==> src/rtl/ppu_reg_if_pkg.sv <==
// Shared register offsets, VRAM port state encodings and sizing constants
// for the PPU CPU-bus register interface.
package ppu_reg_if_pkg;

  localparam logic [2:0] PPU_CTRL    = 3'd0;
  localparam logic [2:0] PPU_MASK    = 3'd1;
  localparam logic [2:0] PPU_STATUS  = 3'd2;
  localparam logic [2:0] PPU_OAMADDR = 3'd3;
  localparam logic [2:0] PPU_OAMDATA = 3'd4;
  localparam logic [2:0] PPU_SCROLL  = 3'd5;
  localparam logic [2:0] PPU_ADDR    = 3'd6;
  localparam logic [2:0] PPU_DATA    = 3'd7;

  localparam int PPU_VADDR_WIDTH = 14;
  localparam int PPU_INC_ROW     = 32;

  typedef enum logic [1:0] {
    PPU_VS_IDLE    = 2'd0,
    PPU_VS_WR_WAIT = 2'd1,
    PPU_VS_RD_WAIT = 2'd2
  } ppu_vs_e;

endpackage

==> src/rtl/ppu_vram_port.sv <==
// Request/acknowledge port to PPU VRAM for $2007 traffic; owns the
// buffered read data returned on the next $2007 read.
//
// state          | meaning
// ---------------+------------------------------------------------
// PPU_VS_IDLE    | no request outstanding, new $2007 access accepted
// PPU_VS_WR_WAIT | write request held until vram_ack
// PPU_VS_RD_WAIT | read request held; read_buf loads on vram_ack
module ppu_vram_port
  import ppu_reg_if_pkg::*;
#(
  parameter int VADDR_WIDTH = PPU_VADDR_WIDTH,
  parameter int DATA_WIDTH  = 8
) (
  input  logic                   clk,
  input  logic                   reset_n,
  input  logic                   start,
  input  logic                   we,
  input  logic [VADDR_WIDTH-1:0] addr_in,
  input  logic [DATA_WIDTH-1:0]  wdata_in,
  input  logic                   vram_ack,
  input  logic [DATA_WIDTH-1:0]  vram_rdata,
  output logic [VADDR_WIDTH-1:0] vram_addr,
  output logic [DATA_WIDTH-1:0]  vram_wdata,
  output logic                   vram_we,
  output logic                   vram_req,
  output logic [DATA_WIDTH-1:0]  read_buf,
  output logic                   idle
);

  ppu_vs_e state;

  assign idle = (state == PPU_VS_IDLE);

  always_ff @(posedge clk) begin
    if (!reset_n) begin
      state      <= PPU_VS_IDLE;
      vram_addr  <= '0;
      vram_wdata <= '0;
      vram_we    <= 1'b0;
      vram_req   <= 1'b0;
      read_buf   <= '0;
    end else begin
      case (state)
        PPU_VS_IDLE: begin
          // a stray ack here is deliberately ignored
          if (start) begin
            vram_addr <= addr_in;
            vram_we   <= we;
            vram_req  <= 1'b1;
            if (we) begin
              vram_wdata <= wdata_in;
              state      <= PPU_VS_WR_WAIT;
            end else begin
              state <= PPU_VS_RD_WAIT;
            end
          end
        end
        PPU_VS_WR_WAIT: begin
          if (vram_ack) begin
            vram_req <= 1'b0;
            state    <= PPU_VS_IDLE;
          end
        end
        PPU_VS_RD_WAIT: begin
          if (vram_ack) begin
            read_buf <= vram_rdata;
            vram_req <= 1'b0;
            state    <= PPU_VS_IDLE;
          end
        end
        default: state <= PPU_VS_IDLE;
      endcase
    end
  end

endmodule

==> src/rtl/ppu_reg_if.sv <==
// CPU-bus responder for the eight PPU registers: decode, scroll/address
// latches (w, t, v), status/vblank/NMI and registered read return.
module ppu_reg_if
  import ppu_reg_if_pkg::*;
#(
  parameter int VADDR_WIDTH = PPU_VADDR_WIDTH,
  parameter int DATA_WIDTH  = 8
) (
  input  logic                   clk,
  input  logic                   reset_n,
  input  logic                   cs_n,
  input  logic [2:0]             addr,
  input  logic                   r_w_n,
  input  logic [DATA_WIDTH-1:0]  d_in,
  output logic [DATA_WIDTH-1:0]  d_out,
  output logic                   d_oe,
  output logic [DATA_WIDTH-1:0]  ctrl,
  output logic [DATA_WIDTH-1:0]  mask,
  output logic [DATA_WIDTH-1:0]  scroll_x,
  output logic [DATA_WIDTH-1:0]  scroll_y,
  output logic [DATA_WIDTH-1:0]  oam_addr,
  output logic [DATA_WIDTH-1:0]  oam_wdata,
  output logic                   oam_we,
  input  logic [DATA_WIDTH-1:0]  oam_rdata,
  input  logic                   vblank_set,
  input  logic                   vblank_clr,
  input  logic                   spr0_hit,
  input  logic                   spr_ovf,
  output logic [VADDR_WIDTH-1:0] vram_addr,
  output logic [DATA_WIDTH-1:0]  vram_wdata,
  output logic                   vram_we,
  output logic                   vram_req,
  input  logic                   vram_ack,
  input  logic [DATA_WIDTH-1:0]  vram_rdata,
  output logic                   nmi_n
);

  logic [VADDR_WIDTH-1:0] t, v, t_nxt, v_nxt, v_inc;
  logic                   w, w_nxt;
  logic [DATA_WIDTH-1:0]  io_latch, read_buf, rd_data, ctrl_nxt;
  logic                   vblank, vblank_nxt;
  logic                   acc_rd, acc_wr, status_rd, vram_idle, vram_start;

  assign acc_rd     = !cs_n && r_w_n;
  assign acc_wr     = !cs_n && !r_w_n;
  assign status_rd  = acc_rd && (addr == PPU_STATUS);
  // $2007 traffic arriving while a request is outstanding is dropped
  assign vram_start = !cs_n && (addr == PPU_DATA) && vram_idle;
  assign v_inc      = ctrl[2] ? VADDR_WIDTH'(PPU_INC_ROW) : VADDR_WIDTH'(1);
  assign ctrl_nxt   = (acc_wr && addr == PPU_CTRL) ? d_in : ctrl;

  always_comb begin
    rd_data = io_latch;
    case (addr)
      // vblank_set landing on the status read is suppressed
      PPU_STATUS:  rd_data = {vblank & ~vblank_set, spr0_hit, spr_ovf, io_latch[4:0]};
      PPU_OAMDATA: rd_data = oam_rdata;
      PPU_DATA:    rd_data = read_buf;
      default:     rd_data = io_latch;
    endcase
  end

  always_comb begin
    vblank_nxt = vblank;
    if (vblank_set) vblank_nxt = 1'b1;
    if (status_rd)  vblank_nxt = 1'b0;
    if (vblank_clr) vblank_nxt = 1'b0;
  end

  always_comb begin
    t_nxt = t;
    v_nxt = v;
    w_nxt = w;
    if (status_rd) w_nxt = 1'b0;
    if (acc_wr) begin
      case (addr)
        PPU_CTRL:   t_nxt[11:10] = d_in[1:0];
        PPU_SCROLL: w_nxt = ~w;
        PPU_ADDR: begin
          if (!w) begin
            t_nxt       = '0;
            t_nxt[7:0]  = t[7:0];
            t_nxt[13:8] = d_in[5:0];
            w_nxt       = 1'b1;
          end else begin
            t_nxt[7:0] = d_in;
            v_nxt      = t_nxt;
            w_nxt      = 1'b0;
          end
        end
        default: ;
      endcase
    end
    if (vram_start) v_nxt = v + v_inc;
  end

  always_ff @(posedge clk) begin
    if (!reset_n) begin
      ctrl      <= '0;
      mask      <= '0;
      scroll_x  <= '0;
      scroll_y  <= '0;
      oam_addr  <= '0;
      oam_wdata <= '0;
      oam_we    <= 1'b0;
      d_out     <= '0;
      d_oe      <= 1'b0;
      io_latch  <= '0;
      vblank    <= 1'b0;
      t         <= '0;
      v         <= '0;
      w         <= 1'b0;
      nmi_n     <= 1'b1;
    end else begin
      ctrl   <= ctrl_nxt;
      vblank <= vblank_nxt;
      t      <= t_nxt;
      v      <= v_nxt;
      w      <= w_nxt;
      nmi_n  <= ~(vblank_nxt & ctrl_nxt[7]);
      oam_we <= acc_wr && (addr == PPU_OAMDATA);
      d_oe   <= acc_rd;
      if (acc_rd) begin
        d_out    <= rd_data;
        io_latch <= rd_data;
      end
      if (acc_wr) begin
        io_latch <= d_in;
        case (addr)
          PPU_MASK:    mask <= d_in;
          PPU_OAMADDR: oam_addr <= d_in;
          PPU_OAMDATA: begin
            oam_wdata <= d_in;
            oam_addr  <= oam_addr + DATA_WIDTH'(1);
          end
          PPU_SCROLL: begin
            if (!w) scroll_x <= d_in;
            else    scroll_y <= d_in;
          end
          default: ;
        endcase
      end
    end
  end

  ppu_vram_port #(
    .VADDR_WIDTH(VADDR_WIDTH),
    .DATA_WIDTH (DATA_WIDTH)
  ) u_vram_port (
    .clk       (clk),
    .reset_n   (reset_n),
    .start     (vram_start),
    .we        (!r_w_n),
    .addr_in   (v),
    .wdata_in  (d_in),
    .vram_ack  (vram_ack),
    .vram_rdata(vram_rdata),
    .vram_addr (vram_addr),
    .vram_wdata(vram_wdata),
    .vram_we   (vram_we),
    .vram_req  (vram_req),
    .read_buf  (read_buf),
    .idle      (vram_idle)
  );

endmodule
==> config.mk <==
export PLATFORM = sky130hd
export DESIGN_NAME = ppu_reg_if
export DESIGN_NICKNAME = d
export VERILOG_FILES = /design/src/rtl/ppu_reg_if_pkg.sv /design/src/rtl/ppu_vram_port.sv /design/src/rtl/ppu_reg_if.sv
export SDC_FILE = /design/constraint.sdc
export NUM_CORES = 1
export LEC_CHECK = 0
export BUFFER_PORTS_ARGS = -buffer_cell sky130_fd_sc_hd__buf_2
export CAP_MARGIN = 15
export CORE_UTILIZATION = 30
export CTS_CLUSTER_SIZE = 20
export DETAILED_ROUTE_END_ITERATION = 8
export PLACE_DENSITY = 0.54
export SLEW_MARGIN = 20
export SYNTH_ARGS = -nofsm -noshare
export SYNTH_HDL_FRONTEND = slang
export SYNTH_HIERARCHICAL = 1
export SYNTH_SLANG_ARGS = --single-unit
==> constraint.sdc <==
create_clock -name clk -period 2.6 [get_ports clk]
set_input_delay 0.13 -clock clk [delete_from_list [all_inputs] [get_ports clk]]
set_output_delay 0.13 -clock clk [all_outputs]
set_load 0.02 [all_outputs]
=== Yosys cells after proc, flatten, opt, wreduce, memory -nomap -nowiden ===
Index checks and enable logic that the tools add are counted.
Widths: inputs -> output; s select.

* Bits of input ports: 36
* Word-level logic and storage cells: 101
* Register bits: 123

* Mux-type cells: 26
* Add/sub/neg operators: 2
* Eq/ne operators: 12
* Bitwise logic cells: 6
* Reduce and logical (&&, ||, !) cells: 32

{| class="wikitable"
|+ Operators with widths
! operator !! count
|-
| $mux 14 || 4
|-
| $mux 8 || 3
|-
| $pmux 8 s3 || 1
|-
| $reduce_and 3->1 || 7
|-
| $pmux 8 s2 || 1
|-
| $add 14x6->14 || 1
|-
| $reduce_bool 2->1 || 7
|-
| $eq 3x3->1 const B || 4
|-
| $reduce_and 2->1 || 6
|-
| $add 8x1->8 const B || 1
|-
| $mux 1 || 8
|-
| $pmux 2 s2 || 2
|-
| $logic_and 1x1->1 || 7
|-
| $eq 3x2->1 const B || 2
|-
| $mux 2 || 3
|-
| $mux 6 || 1
|-
| $mux 4 || 1
|-
| $ne 2x1->1 const B || 2
|-
| $not 1->1 || 4
|-
| $pmux 1 s2 || 2
|-
| $eq 3x1->1 const B || 1
|-
| $logic_not 3->1 || 1
|-
| $and 1x1->1 || 2
|-
| $eq 2x1->1 const B || 1
|-
| other kinds (5) || 6
|}

=== Depth between registers and ports, before layout ===
* Depth in word-level cells: 7
* Gate-level depth with buffers: 11
* Depth with buffers taken out: 8

=== Modules after synthesis ===
The synthesis kept the hierarchy.

{| class="wikitable"
|+ By module, submodules not included
! module !! instances !! area each (sq um) !! cells each !! seq. area each (sq um)
|-
| ppu_reg_if || 1 || 4296.6 || 502 || 1781.7
|-
| ppu_vram_port || 1 || 1347.5 || 156 || 680.7
|}

=== Worst setup path after synthesis ===
OpenSTA, ideal clock, no wires.

* Path type: register to register
* Start point: register u_vram_port.state[1]
* End point: register u_vram_port.vram_we
* Stages on the path, launching flop included: 12
* Arrival: 1.706 ns
* Path slack: 0.768 ns
* Cell sequence: dfxtp_1 -> inv_1 -> ha_1 -> nand2b_1 -> or2_1 -> clkbuf_1 -> inv_2 -> and3_1 -> buf_6 -> buf_12 -> a21oi_2 -> nor2_2

* Word-level cells in the longest chain between the ends: 3

{| class="wikitable"
|+ RTL lines
! element !! RTL line !! RTL
|-
| from (decl) || ppu_vram_port.sv:31 || <nowiki>ppu_vs_e state;</nowiki>
|-
| from (signal assigned) || ppu_vram_port.sv:37 || <nowiki>state <= PPU_VS_IDLE;</nowiki>
|-
| from (signal assigned) || ppu_vram_port.sv:53 || <nowiki>state <= PPU_VS_WR_WAIT;</nowiki>
|-
| from (signal assigned) || ppu_vram_port.sv:55 || <nowiki>state <= PPU_VS_RD_WAIT;</nowiki>
|-
| $logic_not 2->1 || ppu_vram_port.sv:33 || <nowiki>assign idle = (state == PPU_VS_IDLE);</nowiki>
|-
| named net vram_idle || ppu_reg_if.sv:42 || <nowiki>logic acc_rd, acc_wr, status_rd, vram_idle, vram_start;</nowiki>
|-
| $logic_and 1x1->1 || ppu_reg_if.sv:48 || <nowiki>assign vram_start = !cs_n && (addr == PPU_DATA) && vram_idle;</nowiki>
|-
| named net vram_start || ppu_reg_if.sv:42 ||
|-
| $reduce_and 2->1 (no source line) || n/a ||
|-
| to (signal assigned) || ppu_vram_port.sv:49 || <nowiki>vram_we <= we;</nowiki>
|-
| to (decl) || ppu_vram_port.sv:25 || <nowiki>output logic vram_we,</nowiki>
|}

The timed path passes the listed nets, and every way through them passes these cells.
A chain may end at the register's enable or synchronous reset.

=== Worst setup path in the final report ===
* Start point: register u_vram_port.state[0]
* End point: register u_vram_port.vram_wdata[5]

* Word-level cells in the longest chain between the ends: 3

{| class="wikitable"
|+ RTL lines
! element !! RTL line !! RTL
|-
| $logic_not 2->1 || ppu_vram_port.sv:33 ||
|-
| named net vram_idle || ppu_reg_if.sv:42 ||
|-
| $logic_and 1x1->1 || ppu_reg_if.sv:48 ||
|-
| named net vram_start || ppu_reg_if.sv:42 ||
|-
| $reduce_and 3->1 (no source line) || n/a ||
|-
| to (signal assigned) || ppu_vram_port.sv:52 || <nowiki>vram_wdata <= wdata_in;</nowiki>
|-
| to (decl) || ppu_vram_port.sv:24 || <nowiki>output logic [DATA_WIDTH-1:0] vram_wdata,</nowiki>
|}

The timed path passes the listed nets, and every way through them passes these cells.

==> metrics.cfg <==
[status]
status=complete, but fails checks
violations=design-rule violations

[setup_path]
critPathCaptureType=register
crit_type=register to register
crit_required_ps=2950
critPathMaxFanout=17
arrival_ps=2460
startpoint_type=register

[layout]
final_cell_mix=dfxtp_1, buf_2, nand2_1
area_growth_syn_to_layout_pct=26.0
final_common_cell=dfxtp_1
final_nets=809
drive_gt1_frac=0.240

[detailed_routing]
finalWirelength_um=17100
vias_per_cell=5.11
route.detailed.drc=16
vias=5156
drt-pass1-iter-count=7
drt_iter0_markers=339
final_antenna_net_count=0
routedWlPerCell_um=16.9

[clocking]
path_clk_slew_ps=50
cts_made_buffers=17
cts_max_path_buffers=2
root_buffer=clkbuf_16
post_cts_buffers=0
htreeDepth=4
cts_sinks=123
clk_latency_ps=420
cts_tree=yes

[global_routing]
grt_pass1_wl_um=27200
grt_max_degree=37
grt.total_usage=0.182
antenna_found_initial=1
grt_pass1_vias=4835
overflow=0

[placed_design]
portBuffers=118
gp_congestion=0.789
dp_hpwl_um=11500

[timing]
rsz0062_at_grt=false
fin_tns_setup_ps=0
slew_headroom=0.521
hold-worst-slack_ps=38.9
tightest_slew_ps=717
period_share=0.812
period_needed_ps=2110
maxClockFrequency_mhz=473
setup_viol_count_final=0
drv_slew=0
fin_worst_skew_ps=12.0
finalHoldViolations=0

[die]
dieHeight_um=139
io_pins=119
start_util=0.310
dieArea_um2=19400
row_count=49
core_area_um2=18200
die_w_um=139

[power_and_ir_drop]
power_switching_mw=1.11
powerDensity_nw_per_um2=700
p_comb_frac=0.072
vdd_drop_max_mv=0.462
p_sw_frac=0.223
power.leakage_nw=2.97
clock_power_share=0.538
intPower_mw=3.86
pwr-share-seq=0.390

[logic_synthesis]
synth_seq_cells=123
ys_seq_area_frac=0.436
yosysWarnings=6
synthesis.area_um2=5640
synth-edff-count=0
syn_nets=701
syn_area_per_cell_um2=8.58
synth_cell_types=72
synthFlopType=dfxtp_1
ys_async_sr_fraction=0
syn_inst=658

[job]
maxCapViolations=0

[min_path]
holdCritPathClass=input pin to register

==> area by class of cell <==
type	instances	area, um2
fillers	1866	11100
multi-input cells	468	2850
flip-flops and latches	123	2460
repair buffers	141	786
clock buffers	21	450
well taps	229	287
clock inverters	11	216
inverters	15	56.3
diodes	1	2.50
==> state kept, by name (all words and copies together) (netlist names), 2 cells and up <==
register,flops
io_latch,8
ctrl,8
t,6
v,14
oam_addr,8
scroll_y,8
scroll_x,8
d_out,8
u_vram_port/vram_addr,14
u_vram_port/vram_wdata,8
u_vram_port/state,2
oam_wdata,8
u_vram_port/read_buf,8
mask,8
==> through the flow <==
stage / instance area, um2 / setup WS, ps / power [mW] / instances / utilization
2_1_floorplan: 5640 / 768 / 2.21 / 658 / -
3_3_place_gp: 6350 / 500 / 2.33 / 967 / 0.349
3_5_place_dp: 6350 / 468 / 2.33 / 967 / 0.349
4_1_cts: 7110 / 497 / 5.05 / 1008 / 0.390
5_1_grt: 7110 / 350 / 5.16 / 1008 / 0.390
6_report: 7110 / 488 / 4.97 / 1009 / 0.391
==> critical path, cell delays in order (launching register included) <==
cell and delay [ps]:
dfxtp_1 310, inv_1 90, ha_1 220, nand2b_1 160, or2_1 350, inv_2 240, and3_1 200, buf_4 260
nand3_1 130, o21ai_2 80
==> synthesized netlist by cell type, drive strengths merged, types with 11 or more instances <==
library cell / number / share of area
a21oi: 62 / 0.056
buf: 23 / 0.029
clkbuf: 29 / 0.019
dfxtp: 123 / 0.44
inv: 15 / 0.010
mux2i: 37 / 0.066
nand2: 93 / 0.062
nand3: 32 / 0.030
nor2: 63 / 0.043
nor3: 11 / 0.014
o21a: 11 / 0.015
o21ai: 23 / 0.026
==> power by group through the flow <==
stage	Combinational [mW]	Clock (mW)	Sequential, mW
floorplan	0.205	0	2.00
global placement	0.346	0	1.98
detailed placement	0.348	0	1.98
CTS	0.360	2.75	1.94
global route	0.394	2.82	1.95
finish	0.356	2.68	1.94
==> logic make-up (layout without fill, tap and decap cells) <==
group | Yosys count | count (layout) | synth area share
other cells | 0 | 1 | 0
simple gates | 261 | 261 | 0.228
compound gates | 162 | 162 | 0.195
mux | 37 | 37 | 0.0656
flops | 123 | 123 | 0.436
xor+xnor | 1 | 1 | 0.00155
fa+ha+maj | 7 | 7 | 0.0155
buf+inv | 67 | 188 | 0.0587
==> layer usage <==
layer  track usage  up-vias  routed length, um
met5             0        -                  0
met4        0.0632        0                191
li1              -     2565                  -
met2         0.259      143               7170
met3        0.0656       15               1340
met1         0.251     2433               8400
==> worst paths after layout <==
check                           cells past startpoint  slack, ps                                     end                                  start
worst max-delay path                                9        490  u_vram_port/vram_wdata[5]$_SDFFE_PN0P_      u_vram_port/state[0]$_SDFFE_PN0P_
worst min-delay path                                3         40                       vblank$_SDFF_PN0_                             vblank_set
worst max register to register                      9        490  u_vram_port/vram_wdata[5]$_SDFFE_PN0P_      u_vram_port/state[0]$_SDFFE_PN0P_
worst min register to register                      2        450   u_vram_port/vram_addr[3]$_SDFFE_PN0P_  u_vram_port/vram_addr[3]$_SDFFE_PN0P_
==> what timing repair did <==
action / CTS / global route
hold buffers: 9 / 0
endpoints found under the hold margin: 10 / 0
resized for setup: 0 / 0
No activity file was read; power rests on OpenSTA's default activity.
